File: config.mk
export PLATFORM = sky130hd
export DESIGN_NAME = serial_bit_feeder_flat
export DESIGN_NICKNAME = d
export VERILOG_FILES = /design/src/rtl/serial_pkg.sv /design/src/rtl/serial_bit_feeder_if.sv /design/src/rtl/feeder_hold_reg.sv /design/src/rtl/serial_bit_feeder.sv /design/src/flat_wrapper.sv
export SDC_FILE = /design/constraint.sdc
export NUM_CORES = 1
export LEC_CHECK = 0
export BUFFER_PORTS_ARGS = -buffer_cell sky130_fd_sc_hd__buf_2
export CAP_MARGIN = 20
export CORE_MARGIN = 5
export CORE_UTILIZATION = 40
export CTS_BUF_LIST = sky130_fd_sc_hd__clkbuf_8
export CTS_CLUSTER_DIAMETER = 40
export CTS_CLUSTER_SIZE = 10
export DETAILED_ROUTE_END_ITERATION = 12
export HOLD_SLACK_MARGIN = 0.05
export PLACE_DENSITY = 0.57
export SETUP_SLACK_MARGIN = 0.1
export SLEW_MARGIN = 20
export SYNTH_ARGS = -nofsm -noshare
export SYNTH_HDL_FRONTEND = slang
export SYNTH_SLANG_ARGS = --single-unit
export TNS_END_PERCENT = 1
File: constraint.sdc
create_clock -name clk -period 4 [get_ports clk]
set_input_delay 0.2 -clock clk [delete_from_list [all_inputs] [get_ports clk]]
set_output_delay 0.2 -clock clk [all_outputs]
set_load 0.005 [all_outputs]
File: src/rtl/serial_pkg.sv
// serial_pkg: shared state encoding and default widths for the serial bit feeder
package serial_pkg;
  typedef enum logic [1:0] {IDLE, SHIFT, GAP} state_t;
  localparam int DATA_W_DEFAULT = 8;
  localparam logic IDLE_BIT_DEFAULT = 1'b0;
endpackage

File: src/rtl/serial_bit_feeder_if.sv
// serial_bit_feeder_if: word handshake (s_valid/s_ready/s_data), strobe bit_en, serial outputs out_bit/out_active/word_done/busy
interface serial_bit_feeder_if #(parameter int DATA_W = serial_pkg::DATA_W_DEFAULT);
  logic s_valid, s_ready, bit_en, out_bit, out_active, word_done, busy;
  logic [DATA_W-1:0] s_data;
  modport master(output s_valid, s_data, bit_en, input s_ready, out_bit, out_active, word_done, busy);
  modport slave(input s_valid, s_data, bit_en, output s_ready, out_bit, out_active, word_done, busy);
endinterface

File: src/rtl/feeder_hold_reg.sv
// feeder_hold_reg: one-entry holding register; in_valid/in_ready/in_data load it, drain empties it, full/data expose it; clk, areset async high
module feeder_hold_reg
  import serial_pkg::*;
#(
  parameter int DATA_W = DATA_W_DEFAULT
) (
  input  logic              clk,
  input  logic              areset,
  input  logic              in_valid,
  output logic              in_ready,
  input  logic [DATA_W-1:0] in_data,
  input  logic              drain,
  output logic              full,
  output logic [DATA_W-1:0] data
);
  logic full_q, full_d;
  logic [DATA_W-1:0] data_q, data_d;
  always_comb begin
    full_d = drain ? 1'b0 : full_q;
    data_d = data_q;
    if (in_valid && !full_q) begin
      full_d = 1'b1;
      data_d = in_data;
    end
  end
  always_ff @(posedge clk or posedge areset) begin
    if (areset) begin
      full_q <= 1'b0;
      data_q <= '0;
    end else begin
      full_q <= full_d;
      data_q <= data_d;
    end
  end
  assign in_ready = !full_q;
  assign full = full_q;
  assign data = data_q;
endmodule

File: src/rtl/serial_bit_feeder.sv
// serial_bit_feeder: serializes words from bus (s_valid/s_ready/s_data) onto bus.out_bit one per bus.bit_en, with out_active/word_done/busy status; clk, areset async high
module serial_bit_feeder
  import serial_pkg::*;
#(
  parameter int   DATA_W    = DATA_W_DEFAULT,
  parameter bit   MSB_FIRST = 1'b1,
  parameter logic IDLE_BIT  = IDLE_BIT_DEFAULT,
  parameter int   GAP_BITS  = 0
) (
  input logic clk,
  input logic areset,
  serial_bit_feeder_if.slave bus
);
  localparam int CW = $clog2(DATA_W);
  localparam logic [CW-1:0] BIT_LAST = CW'(DATA_W - 1);
  localparam logic [7:0] GAP_LAST = 8'(GAP_BITS > 0 ? GAP_BITS - 1 : 0);
  state_t state_q, state_d;
  logic [DATA_W-1:0] shreg_q, shreg_d, hold_data;
  logic [CW-1:0] bit_cnt_q, bit_cnt_d;
  logic [7:0] gap_cnt_q, gap_cnt_d;
  logic word_done_q, word_done_d;
  logic hold_full, last_bit, gap_end, load;
  assign last_bit = state_q == SHIFT && bus.bit_en && bit_cnt_q == BIT_LAST;
  assign gap_end = state_q == GAP && bus.bit_en && gap_cnt_q == GAP_LAST;
  assign load = hold_full && (state_q == IDLE || (last_bit && GAP_BITS == 0) || gap_end);
  feeder_hold_reg #(.DATA_W(DATA_W)) u_hold (
    .clk(clk),
    .areset(areset),
    .in_valid(bus.s_valid),
    .in_ready(bus.s_ready),
    .in_data(bus.s_data),
    .drain(load),
    .full(hold_full),
    .data(hold_data)
  );
  always_comb begin
    state_d = state_q;
    shreg_d = shreg_q;
    bit_cnt_d = bit_cnt_q;
    gap_cnt_d = gap_cnt_q;
    word_done_d = last_bit;
    if (state_q == SHIFT && bus.bit_en) begin
      shreg_d = MSB_FIRST ? {shreg_q[DATA_W-2:0], 1'b0} : {1'b0, shreg_q[DATA_W-1:1]};
      bit_cnt_d = bit_cnt_q + 1'b1;
    end
    if (state_q == GAP && bus.bit_en) gap_cnt_d = gap_cnt_q + 8'd1;
    if (last_bit) begin
      state_d = GAP_BITS > 0 ? GAP : IDLE;
      gap_cnt_d = '0;
    end
    if (gap_end) state_d = IDLE;
    if (load) begin
      state_d = SHIFT;
      shreg_d = hold_data;
      bit_cnt_d = '0;
    end
  end
  always_ff @(posedge clk or posedge areset) begin
    if (areset) begin
      state_q <= IDLE;
      shreg_q <= '0;
      bit_cnt_q <= '0;
      gap_cnt_q <= '0;
      word_done_q <= 1'b0;
    end else begin
      state_q <= state_d;
      shreg_q <= shreg_d;
      bit_cnt_q <= bit_cnt_d;
      gap_cnt_q <= gap_cnt_d;
      word_done_q <= word_done_d;
    end
  end
  assign bus.out_active = state_q == SHIFT;
  assign bus.out_bit = state_q == SHIFT ? (MSB_FIRST ? shreg_q[DATA_W-1] : shreg_q[0]) : IDLE_BIT;
  assign bus.word_done = word_done_q;
  assign bus.busy = state_q != IDLE || hold_full;
endmodule

File: src/flat_wrapper.sv
// flat-port wrapper written by rule: the top's interface ports become plain ports
module serial_bit_feeder_flat import serial_pkg::*;
#(
  parameter int   DATA_W    = DATA_W_DEFAULT,
  parameter bit   MSB_FIRST = 1'b1,
  parameter logic IDLE_BIT  = IDLE_BIT_DEFAULT,
  parameter int   GAP_BITS  = 0
)
  (clk, areset, bus_s_valid, bus_s_data, bus_bit_en, bus_s_ready, bus_out_bit, bus_out_active, bus_word_done, bus_busy);
  serial_bit_feeder_if #(.DATA_W(DATA_W)) bus_i ();
  input logic clk;
  input logic areset;
  input wire logic [$bits(bus_i.s_valid)-1:0] bus_s_valid;
  input wire logic [$bits(bus_i.s_data)-1:0] bus_s_data;
  input wire logic [$bits(bus_i.bit_en)-1:0] bus_bit_en;
  output wire logic [$bits(bus_i.s_ready)-1:0] bus_s_ready;
  output wire logic [$bits(bus_i.out_bit)-1:0] bus_out_bit;
  output wire logic [$bits(bus_i.out_active)-1:0] bus_out_active;
  output wire logic [$bits(bus_i.word_done)-1:0] bus_word_done;
  output wire logic [$bits(bus_i.busy)-1:0] bus_busy;
  assign bus_i.s_valid = bus_s_valid;
  assign bus_i.s_data = bus_s_data;
  assign bus_i.bit_en = bus_bit_en;
  assign bus_s_ready = bus_i.s_ready;
  assign bus_out_bit = bus_i.out_bit;
  assign bus_out_active = bus_i.out_active;
  assign bus_word_done = bus_i.word_done;
  assign bus_busy = bus_i.busy;
  serial_bit_feeder #(.DATA_W(DATA_W), .MSB_FIRST(MSB_FIRST), .IDLE_BIT(IDLE_BIT), .GAP_BITS(GAP_BITS)) u_core (.clk(clk), .areset(areset), .bus(bus_i));
endmodule
==> results of run 1 <==
[critical path, cell delays in order, from the launching register on]
cell	delay (ns)
dfrtp_1	0.40
ha_1	0.20
ha_1	0.19
a21boi_2	0.39
nand2b_1	0.34
a21oi_1	0.11
[cells by family (layout without fill, tap and decap cells)]
group / after synthesis / after routing / share of synthesized area
simple gates: 23 / 23 / 0.118
flops: 22 / 22 / 0.563
mux: 14 / 14 / 0.152
compound gates: 13 / 13 / 0.0754
buf+inv: 7 / 23 / 0.0575
fa+ha+maj: 2 / 2 / 0.0256
xor+xnor: 1 / 1 / 0.00895
[per-layer routing]
metal / global-route usage / up-vias / wire length [µm]
li1: - / 312 / -
met1: 0.137 / 300 / 716
met2: 0.167 / 13 / 726
met3: 0.0261 / 2 / 76
met4: 0.0388 / 0 / 22
met5: 0 / - / 0
[flip-flops by register name, indices dropped and copies added (netlist names)]
name,count
u_core.bit_cnt_q,3
u_core.bus.word_done,1
u_core.shreg_q,8
u_core.state_q,1
u_core.u_hold.data,8
u_core.u_hold.full,1
[power breakdown]
group	internal [W]	switching, W	leakage [nW]
Sequential	0.000308	0.0000465	0.269
Clock	0.0000876	0.0000682	0.0288
Combinational	0.0000883	0.0000732	0.235
[area by class of cell]
type                    count  area (µm²)
fillers                   231        1300
flip-flops and latches     22         551
multi-input cells          53         372
repair buffers             16        80.1
clock buffers               4        55.1
well taps                  30        37.5
inverters                   3        11.3
[worst paths after layout]
check / to / slack [ns] / start / cells past startpoint
setup / recovery: u_core.shreg_q[3] / 2.25 / u_core.bit_cnt_q[0] / 5
hold / removal: u_core.shreg_q[0] / 0.08 / areset / 2
setup reg to reg: u_core.shreg_q[3] / 2.25 / u_core.bit_cnt_q[0] / 5
hold reg to reg: u_core.u_hold.data[1] / 0.52 / u_core.u_hold.data[1] / 1
max in group asynchronous: u_core.bus.word_done / 3.42 / areset / 2
min in group clk: u_core.u_hold.data[0] / 0.14 / bus_s_data[0] / 3
[cell usage in the layout, fill, tap and decap left out, drive strengths merged, types with 3 or more instances in the layout]
cell,count
nor3,7
dfrtp,22
inv,3
clkbuf,4
nand2,4
nor2,4
a21oi,9
buf,16
mux2i,7
mux2,7
[metrics by stage]
step           setup slack, ns  hold WS, ns  cells  total power, W
4_1_cts                   2.23        0.117    128        0.000681
3_3_place_gp              2.31        0.393    124        0.000520
5_1_grt                   2.09        0.152    128        0.000728
6_report                  2.25       0.0804    128        0.000672
2_1_floorplan             2.69        0.189     82        0.000485
3_5_place_dp              2.24        0.398    124        0.000527
==> flow_summary.yaml, run 1 <==
route:
  ant_nets: 0
  vias: 627
  drc_errors: 0
  vias_per_cell: 4.90
  routed_wirelength_um: 1540
  first_pass_iters: 3
  routedWlPerCell_um: 12.0
  drt_iter0_drc: 12
clock_tree:
  cts_setup_buffers: 0
  clock_sinks: 22
  cts_resized: 0
  root_buffer: "clkbuf_8"
  clkSlewWorstSetupHoldPaths_ns: 0.08
  cts_made_buffers: 3
  htree_levels: 1
  insertion_delay_ns: 0.26
  cts_tree: "built"
  cts_max_path_buffers: 2
  postCtsHoldBufs: 0
grt:
  grt_overflow_total: 0
  grt_start_max_net_pins: 23
  grt_usage: 0.105
  grt_pass1_vias: 634
  grt_pass1_wl_um: 2840
  antenna_found_initial: 0
timing:
  rsz0062_at_grt: "no"
  worstMarginPinSlew_ns: 0.799
  finalSetupViolCount: 0
  tns_ns: 0
  slew_violations: 0
  hold_viol_final: 0
  finalCritPeriodShare: 0.438
  period_minus_slack_ns: 1.75
  fin_skew_ns: 0.00516
  max_slew_margin: 0.467
  max_freq_mhz: 571
finish:
  synthToLayoutAreaGrowth_pct: 13.0
  diodes: 0
  post-route-util: 0.459
  drive_gt1_frac: 0.327
  design_area_um2: 1110
  fin_nets: 113
worst_setup_path:
  path_max_fanout: 11
  worstPathArrival_ns: 1.89
  critical_path_class: "reg2reg"
  cp-start-kind: "flip-flop"
  cp-end-kind: "flip-flop"
  cp.required_ns: 4.14
synthesis:
  syn_area_per_cell_um2: 11.9
  yosys_warnings: 0
  synthTopCellsByCount: "dfrtp_1 (22), a21oi_1 (9), mux2_2 (7), mux2i_1 (7), nor3_1 (7)"
  synthDistinctLibCells: 23
  async_flop_share: 1.00
  syn_area_um2: 978
  synth_nets: 96
  ys_seq_elements: 22
  yosys-top-cells-area: "dfrtp_1 (56%), mux2_2 (8.1%), mux2i_1 (7.2%)"
  synth.top_cell.area_share: 0.563
  synthCells: 82
  ys.flop_type: "dfrtp_1"
  yosysSeqAreaShare: 0.563
  yosys.cell_count.top_type: "dfrtp_1"
  yosysTopAreaCell: "dfrtp_1"
  synth-edff-count: 0
die:
  dieWidth_um: 59.5
  core_um2: 2410
  rows: 18
  io_pins: 17
  start_util: 0.406
  die_y_um: 59.5
  die_area_um2: 3540
place:
  port_buffers: 16
  place_congestion: 0.747
  dpl.hpwl_um: 1190
  placed_area_um2: 1050
power_and_ir_drop:
  ir_worst_vdd_v: 0.000330
  leakagePower_nw: 0.533
  power_density_nw_per_um2: 607
run_status:
  status: "finished, final reports clean"
job:
  drv_cap: 0
min_path:
  hp-class: "in2async"
Note: power is estimated with default switching activity, not from simulation.
==> inputs of run 2 (changes only) <==
PLACE_DENSITY = 0.6   (was 0.57)
clock period = 1.55 ns   (was 4 ns; I/O delays follow)
==> run 2 against run 1 <==
  * Cell count grew 12%
  * Maximum frequency up 23%
  * Combinational power rose to 3.1 times the previous value
  * Critical path depth increased by 1
  * Largest power group unchanged
  * Die area unchanged
  * Worst hold slack got worse by 0.031 ns
==> flow_summary.yaml, run 2 (synthesis results as in run 1) <==
run_status:
  status: "finished, final reports clean"
finish:
  multi_input_area_um2: 389
  diodes: 0
  ff_latch_area_um2: 551
  design_area_um2: 1260
  drive_gt1_frac: 0.363
  final_cell_mix: "dfrtp_1 (22), buf_2 (16), a21oi_1 (9)"
  fin_nets: 128
  fillers: 213
  synthToLayoutAreaGrowth_pct: 28.8
  final_common_cell: "dfrtp_1"
grt:
  grt_pass1_vias: 680
  grt_start_max_net_pins: 23
  grt_usage: 0.113
  antenna_found_initial: 0
  grt_overflow_total: 0
  grt_pass1_wl_um: 2960
power_and_ir_drop:
  power_frac_clock: 0.223
  intPower_w: 0.00131
  power_switching_share: 0.287
  combPwrFrac: 0.276
  leakagePower_nw: 0.619
  pwr-share-seq: 0.501
  ir_worst_vdd_v: 0.00102
  p_sw_w: 0.000525
  total_power_w: 0.00183
  power_density_nw_per_um2: 1450
min_path:
  hold_depth: 2
  min-delay-start: "bus_s_data[2]"
  hp-class: "in2reg"
  min_to: "u_core.u_hold.data[2]"
die:
  io_pins: 17
  die_area_um2: 3540
  core_um2: 2410
  rows: 18
  start_util: 0.406
  die_y_um: 59.5
  dieWidth_um: 59.5
route:
  routedWlPerCell_um: 13.0
  vias: 689
  routed_wirelength_um: 1850
  ant_nets: 0
  vias_per_cell: 4.82
  drt_iter0_drc: 4
  drc_errors: 0
  first_pass_iters: 2
timing:
  finalSetupViolCount: 0
  fin_ws_ns: 0.131
  fin_skew_ns: 0.00491
  hold_viol_final: 0
  finalCritPeriodShare: 0.916
  max_freq_mhz: 705
  period_minus_slack_ns: 1.42
  max_slew_margin: 0.696
  slew_violations: 0
  rsz0062_at_grt: "no"
  worstMarginPinSlew_ns: 0.455
  tns_ns: 0
  hold_slack_ns: 0.0491
worst_setup_path:
  worstPathArrival_ns: 1.61
  path_max_fanout: 5
  critical_path_class: "reg2reg"
  r2r_slack_ns: 0.13
  worstSetupStartpoint: "u_core.bit_cnt_q[1]"
  cp.required_ns: 1.74
  cp-end-kind: "flip-flop"
  r2r_end: "u_core.shreg_q[0]"
  cp-start-kind: "flip-flop"
  reg2reg_from: "u_core.bit_cnt_q[1]"
  ff2ff_path_depth: 6
clock_tree:
  cts_max_path_buffers: 2
  cts_made_buffers: 3
  cts_tree: "built"
  root_buffer: "clkbuf_8"
  clkSlewWorstSetupHoldPaths_ns: 0.08
  clock_sinks: 22
  insertion_delay_ns: 0.26
  htree_levels: 1
job:
  drv_cap: 0
place:
  placed_area_um2: 1090
  port_buffers: 16
  post-place-ws_ns: 0.0827
  place_congestion: 0.706
  dpl.hpwl_um: 1220
run 2: cell types whose count changed in the layout (fill, tap and decap cells not counted), sizes merged:
cell         delta
dlygate4sd3     +8
buf             +7
run 2: area by class of cell:
type                    count  share of cell area
well taps                  30              0.0298
inverters                   3             0.00894
repair buffers             31               0.172
flip-flops and latches     22               0.437
clock buffers               4              0.0437
multi-input cells          53               0.309
run 2: power by group through the flow:
stage | clock network, W | logic [W] | registers [W]
finish | 0.000408 | 0.000505 | 0.000917
global route | 0.000446 | 0.000571 | 0.000947
CTS | 0.000415 | 0.000461 | 0.000915
detailed placement | 0 | 0.000444 | 0.000925
global placement | 0 | 0.000427 | 0.000917
floorplan | 0 | 0.000361 | 0.000891
run 2: per-stage QoR:
step | std cells | utilization
after global placement | 129 | 0.452
after global routing | 143 | 0.523
after detailed placement | 129 | 0.452
after CTS | 141 | 0.509
final | 143 | 0.523
after floorplan | 82 | -
run 2: critical path: stages, from the launching register on:
cell and delay (ns):
dfrtp_1 0.40, ha_1 0.20, ha_2 0.20, a21boi_4 0.19, buf_4 0.17, o211ai_1 0.08, o21ai_1 0.10
run 2: how the worst max path moves through the flow:
stage | to | slack, ns
2_1_floorplan | u_core.shreg_q[0] | 0.24
3_3_place_gp | u_core.shreg_q[1] | 0.14
3_5_place_dp | u_core.shreg_q[4] | 0.08
4_1_cts | u_core.shreg_q[0] | 0.16
5_1_grt | u_core.shreg_q[0] | 0.06
6_report | u_core.shreg_q[0] | 0.13
run 2: metal layers:
layer,up-vias,GRT usage,routed length (µm)
met4,0,0.0680,41
met2,12,0.176,884
met1,328,0.141,832
met5,-,0,0
met3,5,0.0261,95
li1,344,-,-
run 2: what timing repair did:
action	CTS	global route
gates resized for setup	1	5
setup buffers	0	1
setup endpoints to repair	8	11
endpoints found under the hold margin	29	0
hold buffers	8	0
cloned	0	1
pin swaps	0	1
